`config.mk`:
```
export PLATFORM = sky130hd
export DESIGN_NAME = gcd_host
export DESIGN_NICKNAME = d
export VERILOG_FILES = /design/src/rtl/gcd_host_pkg.sv /design/src/rtl/gcd_host_fifo.sv /design/src/rtl/gcd_host.sv
export SDC_FILE = /design/constraint.sdc
export NUM_CORES = 1
export LEC_CHECK = 0
export CAP_MARGIN = 20
export CORE_ASPECT_RATIO = 0.6
export CORE_UTILIZATION = 45
export DETAILED_ROUTE_END_ITERATION = 12
export HOLD_SLACK_MARGIN = 0.08
export PLACE_DENSITY = 0.66
export SLEW_MARGIN = 20
export SYNTH_ARGS = -nofsm -noshare
export SYNTH_HDL_FRONTEND = slang
export SYNTH_SLANG_ARGS = --single-unit
```
`constraint.sdc`:
```
create_clock -name clk -period 3.3 [get_ports clk]
set_input_delay 0.495 -clock clk [delete_from_list [all_inputs] [get_ports clk]]
set_output_delay 0.495 -clock clk [all_outputs]
set_load 0.02 [all_outputs]
```
`src/rtl/gcd_host_pkg.sv`:
```
// Shared types and widths for the GCD host initiator: FSM state encoding,
// operand/tag widths and the packed request FIFO entry width.
package gcd_host_pkg;

   localparam int GCD_W   = 8;
   localparam int TAG_W   = 4;
   localparam int ENTRY_W = 2 * GCD_W + TAG_W;

   typedef enum logic [1:0] {
      ST_IDLE = 2'd0,
      ST_GO   = 2'd1,
      ST_WAIT = 2'd2,
      ST_RESP = 2'd3
   } host_state_t;

endpackage

```
`src/rtl/gcd_host_fifo.sv`:
```
// Synchronous request FIFO with registered pointers; an extra pointer bit
// distinguishes full from empty. Push is refused when full, even alongside a pop.
module gcd_host_fifo
   import gcd_host_pkg::*;
#(
   parameter int DEPTH = 4,
   parameter int WIDTH = ENTRY_W
) (
   input  logic             clk,
   input  logic             rst,
   input  logic             push,
   input  logic [WIDTH-1:0] push_data,
   input  logic             pop,
   output logic [WIDTH-1:0] head,
   output logic             full,
   output logic             empty
);

   localparam int AW = $clog2(DEPTH);

   logic [AW:0]      wr_ptr;
   logic [AW:0]      rd_ptr;
   logic [WIDTH-1:0] mem [DEPTH];
   logic             do_push;
   logic             do_pop;

   assign empty   = (wr_ptr == rd_ptr);
   assign full    = (wr_ptr[AW] != rd_ptr[AW]) && (wr_ptr[AW-1:0] == rd_ptr[AW-1:0]);
   assign do_push = push && !full;
   assign do_pop  = pop && !empty;
   assign head    = mem[rd_ptr[AW-1:0]];

   always_ff @(posedge clk or posedge rst) begin
      if (rst) begin
         wr_ptr <= '0;
         rd_ptr <= '0;
      end else begin
         if (do_push) wr_ptr <= wr_ptr + 1'b1;
         if (do_pop)  rd_ptr <= rd_ptr + 1'b1;
      end
   end

   // Storage carries no reset; entries are only observable once written.
   always_ff @(posedge clk) begin
      if (do_push) mem[wr_ptr[AW-1:0]] <= push_data;
   end

endmodule

```
`src/rtl/gcd_host.sv`:
```
// Go/done initiator for the GCD core: queues tagged operand pairs, runs one
// computation at a time and returns tagged results. Optional WAIT watchdog: GCD_HOST_TIMEOUT_EN.
module gcd_host
   import gcd_host_pkg::*;
#(
   parameter int DEPTH = 4
`ifdef GCD_HOST_TIMEOUT_EN
   ,
   parameter int TIMEOUT_CYCLES = 255
`endif
) (
   input  logic             clk,
   input  logic             rst,
   input  logic             req_valid,
   output logic             req_ready,
   input  logic [GCD_W-1:0] req_a,
   input  logic [GCD_W-1:0] req_b,
   output logic             gcd_go,
   output logic [GCD_W-1:0] gcd_a,
   output logic [GCD_W-1:0] gcd_b,
   input  logic             gcd_done,
   input  logic [GCD_W-1:0] gcd_out,
   output logic             res_valid,
   input  logic             res_ready,
   output logic [GCD_W-1:0] res_data,
   output logic [TAG_W-1:0] res_tag,
   output logic             res_err,
   output logic [1:0]       host_state
);

   host_state_t        state;
   logic [GCD_W-1:0]   op_a;
   logic [GCD_W-1:0]   op_b;
   logic [TAG_W-1:0]   op_tag;
   logic [TAG_W-1:0]   tag_cnt;
   logic               fifo_full;
   logic               fifo_empty;
   logic               push;
   logic               pop;
   logic [ENTRY_W-1:0] head;
   logic [GCD_W-1:0]   head_a;
   logic [GCD_W-1:0]   head_b;
   logic [TAG_W-1:0]   head_tag;

`ifdef GCD_HOST_TIMEOUT_EN
   localparam logic [7:0] WD_LIMIT = 8'(TIMEOUT_CYCLES);
   logic [7:0] wd_cnt;
`endif

   assign req_ready  = !fifo_full;
   assign push       = req_valid && req_ready;
   assign pop        = (state == ST_IDLE) && !fifo_empty;
   assign {head_tag, head_a, head_b} = head;

   assign gcd_a      = op_a;
   assign gcd_b      = op_b;
   assign res_tag    = op_tag;
   assign host_state = state;

   gcd_host_fifo #(
      .DEPTH (DEPTH),
      .WIDTH (ENTRY_W)
   ) u_fifo (
      .clk       (clk),
      .rst       (rst),
      .push      (push),
      .push_data ({tag_cnt, req_a, req_b}),
      .pop       (pop),
      .head      (head),
      .full      (fifo_full),
      .empty     (fifo_empty)
   );

   always_ff @(posedge clk or posedge rst) begin
      if (rst) tag_cnt <= '0;
      else if (push) tag_cnt <= tag_cnt + 1'b1;
   end

   // Zero operands are answered directly (OR yields the nonzero one, or 0)
   // so the core is only launched on pairs it can actually reduce.
   always_ff @(posedge clk or posedge rst) begin
      if (rst) begin
         state     <= ST_IDLE;
         op_a      <= '0;
         op_b      <= '0;
         op_tag    <= '0;
         gcd_go    <= 1'b0;
         res_valid <= 1'b0;
         res_data  <= '0;
         res_err   <= 1'b0;
`ifdef GCD_HOST_TIMEOUT_EN
         wd_cnt    <= '0;
`endif
      end else begin
         case (state)
            ST_IDLE: begin
               if (!fifo_empty) begin
                  op_a   <= head_a;
                  op_b   <= head_b;
                  op_tag <= head_tag;
                  if ((head_a != '0) && (head_b != '0)) begin
                     gcd_go <= 1'b1;
                     state  <= ST_GO;
                  end else begin
                     res_data  <= head_a | head_b;
                     res_err   <= (head_a == '0) && (head_b == '0);
                     res_valid <= 1'b1;
                     state     <= ST_RESP;
                  end
               end
            end
            ST_GO: begin
               gcd_go <= 1'b0;
               state  <= ST_WAIT;
`ifdef GCD_HOST_TIMEOUT_EN
               wd_cnt <= '0;
`endif
            end
            ST_WAIT: begin
               if (gcd_done) begin
                  res_data  <= gcd_out;
                  res_err   <= 1'b0;
                  res_valid <= 1'b1;
                  state     <= ST_RESP;
               end
`ifdef GCD_HOST_TIMEOUT_EN
               else begin
                  wd_cnt <= wd_cnt + 8'd1;
                  if ((wd_cnt + 8'd1) == WD_LIMIT) begin
                     res_data  <= '0;
                     res_err   <= 1'b1;
                     res_valid <= 1'b1;
                     state     <= ST_RESP;
                  end
               end
`endif
            end
            ST_RESP: begin
               if (res_ready) begin
                  res_valid <= 1'b0;
                  state     <= ST_IDLE;
               end
            end
            default: state <= ST_IDLE;
         endcase
      end
   end

endmodule

```
# == Word level (Yosys, flattened, before mapping) ==
# Memory sizes are Yosys's and may differ from the RTL's.
# Cells that the tools add are included.
# totals
ram_bits,80
word_cells,73
in_bits,29
n_memories,1
ff_bits,43
# mem_list
name,words,word_bits,rd,rd_ports_with_merged_regs,write_ports,line_no,source
u_fifo.mem,4,20,1,0,1,gcd_host_fifo.sv:23,logic [WIDTH-1:0] mem [DEPTH];
# op_classes
n_addsub,3
n_reduce_logical,22
n_eq_ne,11
muxes,23
bitwise_logic,2
# op_table
cell,n
$mux 8,3
$logic_not 8->1,2
$pmux 8 s2,1
$reduce_bool 8->1,2
$mux 1,11
$mux 2,4
$ne 2x2->1 const B,4
$or 8x8->8,1
$pmux 2 s4,1
$logic_and 1x1->1,7
$add 3x1->3 const B,2
$reduce_and 3->1,2
$reduce_and 5->1,1
$add 4x1->4 const B,1
$eq 2x2->1 const B,2
$pmux 1 s2,2
$reduce_and 4->1,1
$reduce_bool 2->1,2
$eq 3x3->1,1
$pmux 1 s3,1
$reduce_bool 3->1,1
$eq 2x1->1 const B,1
$eq 2x2->1,1
$logic_not 1->1,2
5 further kinds,5

# == Depth between registers and ports, before layout ==
# logic_depth
word_depth,7
ltp_mapped,9
depth_no_buf,7

# == By module ==
# Synthesis repeated with hierarchy kept, for this count alone.
# hier_totals
cells_unflattened,296
area_unflattened_um2,5167.5
# by_module_without_submodules
module,area_each_um2,n_inst,seq_area_each_um2,cells_per_inst
gcd_host_fifo,3403.3,1,2552.4,155
gcd_host,1764.2,1,925.9,141

# == Least setup slack after synthesis ==
# OpenSTA, ideal clock, no wires.
# synth_path
kind,flip-flop to flip-flop
from,register u_fifo.rd_ptr[0]
to,register res_data[0]
period_less_slack_ns,2.442
path_stages_with_launch,8
slack_ns,0.858
arrival_time_ns,2.317
cell_sequence,dfrtp_1 > buf_6 > buf_2 > mux4_2 > nor4_2 > nand2_2 > a31oi_4 > mux2_4
# synth_between
elab_chain_cells,5
# synth_lines
element,line_no,source
start: declaration,gcd_host_fifo.sv:22,logic [AW:0] rd_ptr;
start signal: assignment,gcd_host_fifo.sv:39,if (do_pop) rd_ptr <= rd_ptr + 1'b1;
$mem_v2 4x20,n/a,
$reduce_bool 8->1 or $or 8x8->8 (tied branches),"gcd_host.sv:101, gcd_host.sv:105",
$logic_and 1x1->1 or $mux 8 (tied branches),gcd_host.sv:101,if ((head_a != '0) && (head_b != '0)) begin
$ne 2x2->1 (no line) or $mux 8 (tied branches),n/a,
$reduce_and 4->1 (no line) or $pmux 8 s2 (tied branches),n/a,
end signal: assignment,gcd_host.sv:105,res_data <= head_a | head_b;
end signal: assignment,gcd_host.sv:121,res_data <= gcd_out;
end: declaration,gcd_host.sv:25,"output logic [GCD_W-1:0] res_data,"
# Several ways; a longest one is shown, not always the timed one. The select of a mux whose other input is x is not followed.
# A chain may end at the register's enable or synchronous reset.

# == Worst setup path in the final report ==
# layout_path
from,register u_fifo.rd_ptr[1]
to,output port req_ready
# layout_between
elab_chain_cells,3
# layout_lines
element,line_no,source
$eq 2x2->1,gcd_host_fifo.sv:28,assign full = (wr_ptr[AW] != rd_ptr[AW]) && (wr_ptr[AW-1:0] == rd_ptr[AW-1:0]);
$logic_and 1x1->1,gcd_host_fifo.sv:28,
$logic_not 1->1,gcd_host.sv:50,assign req_ready = !fifo_full;
end: declaration,gcd_host.sv:15,"output logic req_ready,"
# No other way between the ends.

==> flow_results.org <==
** Outcome
- The run finished with clean final reports.

** Logic synthesis
- Netlist area before placement :: between 0.004 and 0.005 mm^2
- Register bit count reported by yosys :: between 100 and 150
- Synthesis produced a netlist whose cell count is 311.
- The Yosys step of the flow raised 0 warnings.
- Summed over its instances, the top area cell type makes up 48.2% of the synthesized netlist area.
- After synthesis, flip-flops and latches occupy between 60% and 70% of the total area.
- Largest cells by area after synthesis :: sky130_fd_sc_hd__edfxtp_1, sky130_fd_sc_hd__dfrtp_1, sky130_fd_sc_hd__mux4_2
- Synthesized Nets :: ~350
- Mean post-synth cell area :: between 15 and 20 um^2
- Summed over all instances, the cell type with the most area after synthesis is sky130_fd_sc_hd__edfxtp_1.
- Distinct cell type count of the synthesized netlist :: 35

** Worst setup path
- Setup CP Type :: reg2out
- The worst setup path is captured at an output port.
- STA puts the critical path data required time at around 2800 ps.
- The worst setup path is launched from a flip-flop.
- Data on the critical path arrives at its endpoint at around 2200 ps.
- Largest delay contributor family on the critical path :: buffers and inverters
- Along the worst path, the maximum fanout reaches 8.
- Buffering stage count on the worst path with inverters included :: 2
- Critical Path, Cell by Cell :: buf_4, xnor2_1, nand3b_1, clkdlybuf4s50_1
- Cell type of the slowest stage on the worst timing path :: sky130_fd_sc_hd__clkdlybuf4s50_1
- Delay of the slowest cell on the worst path :: roughly 600 ps

** Routing
- Dividing the detail-routed via count by the number of cells gives around 5.2.
- Once detail routing completed, the nets flagged for antenna violations numbered 0.
- After detailed routing, the average wire length per cell comes to about 19 um.
- In the routed design, unresolved DRC markers number 0.
- First-pass iteration count of the detailed router :: 4
- First DRT Iteration DRCs :: 294
- The routed layout has ~2,800 vias.
- Summed over all layers, the routed wires come to 10.3 mm.

** Clocking
- CTS tree :: yes
- In this run the post-CTS setup repair buffer count came out at 0.
- The tree is rooted in a sky130_fd_sc_hd__clkbuf_16.
- Largest buffer count on any clock path :: 2
- Count of clock tree sinks :: approximately 120
- The number of clock buffers added by TritonCTS is 17.
- Clock transition at the registers of the reported paths :: approximately 50 ps
- Number of gates resized after cts :: 0
- Hold buffer count at CTS :: 0
- The H-tree was split into 4 levels.
- Insertion delay to the later sink of the worst-skew pair :: 400 ps

** Power and ir drop
- The analysis attributes to cell leakage a power of approximately 2.4 nW.
- Switching power as a share of total power :: approximately a third
- Power density over the cells :: between 1000 and 1500 mW/mm^2
- Of the total power, registers draw between 30% and 40%.
- The internal portion of the total power is 0.00456 W.
- The analysis attributes to net switching a power of 0.00232 W.
- VDD sags by at most between 500 and 600 uV.
- Of the total power, combinational logic draws between 30% and 40%.
- Clock group share of total power :: ~25%

** Placed design
- The congestion estimate from routability-driven global placement came to 0.816.
- In this run, placement finished with an instance count of 508.
- Detailed placement ended at an HPWL of between 7 and 8 mm.
- Pre-CTS setup slack :: approximately 640 ps
- Post-Place Cell Area :: ~0.0058 mm^2
- Count of input and output buffers :: 62

** Global routing
- All-Layer GR Usage :: between 20% and 30%
- Entering global routing, the biggest net connects 44 pins.
- The via count of the first global-routing pass was ~2,800.
- Met1 layer usage reported by global route :: between 30% and 40%
- GR Util met2 :: between 20 and 30%
- Wire length of the first global-routing pass :: around 16 mm
- Global routing's busiest layer :: met1
- Initial antenna violation count :: 0
- Global routing consumed, on the met3 layer, just under 8% of the routing resources.
- Total global routing overflow :: 0

** Timing
- Once routing completed, OpenROAD measured the worst setup slack at about 600 ps.
- The number of hold violations in the final report was 0.
- The final critical path takes up roughly four fifths of the cycle.
- Slew Viols, Final :: 0
- The clock period could shrink to 2700 ps.
- Setup repair after global routing missed its margin :: false
- At the pin with the least slew margin, the transition time is between 700 and 800 ps.
- Peak clock frequency supported by timing :: around 370 MHz
- Setup violations remaining at the end of the flow were counted as 0.
- Adding up every negative setup slack in the final design gives 0 ps.
- On the final layout, the worst clock skew is ~11 ps.
- Worst slew margin relative to its limit :: roughly half

** Finish
- Finished Layout Cells :: 541
- Of the cells placed in the final design, the portion with a size suffix greater than 1 is a little under a fifth.
- For this run, the post-layout net count is about 430.
- The top cell types in the final layout, fill and taps aside, are sky130_fd_sc_hd__edfxtp_1, sky130_fd_sc_hd__nand2_1, sky130_fd_sc_hd__clkdlybuf4s50_1.
- Total of fill cells in the finished design :: 816
- Leading cell type in the layout, fill and taps excluded :: sky130_fd_sc_hd__edfxtp_1
- Layout area overhead :: 27.7%
- 0 antenna diodes ended up in the layout.
- Final instance area :: 0.00637 mm^2

** Floorplanning
- The core region is between 0.01 and 0.015 mm^2.
- Measured along the y axis, the die boundary spans between 80 and 90 um.
- Total I/O pin count :: 63
- The die is roughly 140 um wide.
- Effective utilization at floorplan :: a little under half
- Row count :: 29
- The floorplan step defined a die boundary enclosing approximately 0.012 mm^2.

** Min path
- The worst hold path belongs to the class in2async.

** Job
- Max_cap viols :: 0
## power by group through the flow
stage	logic (W)	clock network, W	registers (W)
global route	0.00291	0.00185	0.00253
detailed placement	0.00267	0	0.00251
CTS	0.00269	0.00177	0.00249
finish	0.00266	0.00174	0.00248
global placement	0.00265	0	0.00249
floorplan	0.00155	0	0.00266
## synth_stat cells, drive strengths merged
library cell,instances
a21oi,1
a311oi,1
a31o,1
a31oi,2
a41oi,1
and2,2
and3,4
buf,5
clkbuf,8
dfrtp,43
edfxtp,80
ha,11
inv,7
mux2,14
mux4,20
nand2,66
nand3,1
nand3b,1
nand4,2
nor2,9
nor2b,2
nor3,1
nor3b,1
nor4,4
o21ai,13
or4,1
xnor2,8
xor2,2
## metal layers
metal / routed length [um] / share of wire, % / vias to the layer above
met5: 0 / 0 / -
met4: 107 / 1.0 / 0
met3: 938 / 9.1 / 8
met2: 4230 / 41 / 116
met1: 5070 / 49 / 1383
li1: - / - / 1308
## state kept, by name, summed over array words and instances, names as in the netlist
name and count:
res_err 1, gcd_b 8, res_data 8, u_fifo.mem 80, res_tag 4, tag_cnt 4
res_valid 1, u_fifo.wr_ptr 3, host_state 2, gcd_go 1, u_fifo.rd_ptr 3, gcd_a 8
## path summary, 6_finish.rpt
kind | start | endpoint | slack, ps | depth (start not counted)
setup / recovery | u_fifo.rd_ptr[1] | req_ready | 600 | 4
hold / removal | rst | res_tag[0] | 420 | 2
setup reg to reg | u_fifo.rd_ptr[0] | res_data[0] | 670 | 6
hold reg to reg | gcd_b[4] | gcd_b[4] | 480 | 2
max in group asynchronous | rst | u_fifo.rd_ptr[0] | 2380 | 3
min in group clk | gcd_b[4] | gcd_b[4] | 480 | 2
## worst register-to-register path: cells and delay by family, from the launching register on
kind	cells	cell delay (ps)
mux	2	960
simple gates	2	470
compound gates	1	440
flops	1	340
buf+inv	1	310
## final cells by class
type	count	area [um^2]	area share [%]
Clock buffer	23	468	7.35
Clock inverter	9	95.1	1.49
Inverter	7	26.3	0.413
Multi-Input combinational cell	168	1420	22.3
Sequential cell	123	3480	54.6
Tap cell	139	174	2.73
Timing Repair Buffer	72	708	11.1
## cells by family (layout without fill, tap and decap cells)
logic type / count (synthesis) / after routing / synth area share (%)
xor gates and xnor gates: 10 / 10 / 1.76
DFF: 123 / 123 / 69.7
AOI/OAI and AO/OA: 19 / 19 / 2.48
and+or+nand+nor: 94 / 94 / 8.65
adders and majority gates: 11 / 11 / 2.76
muxes: 34 / 34 / 12.8
buffers and inverters: 20 / 111 / 1.83
## stage by stage
stage                     total power [W]  utilization [%]  hold slack [ps]
after CTS                         0.00695             59.5              477
after global placement            0.00514             54.2              463
after global routing              0.00729             59.7              457
after floorplan                   0.00422                -              462
after detailed placement          0.00518             54.2              464
final                             0.00688             59.7              422
Power figures use the tool's default switching activity.
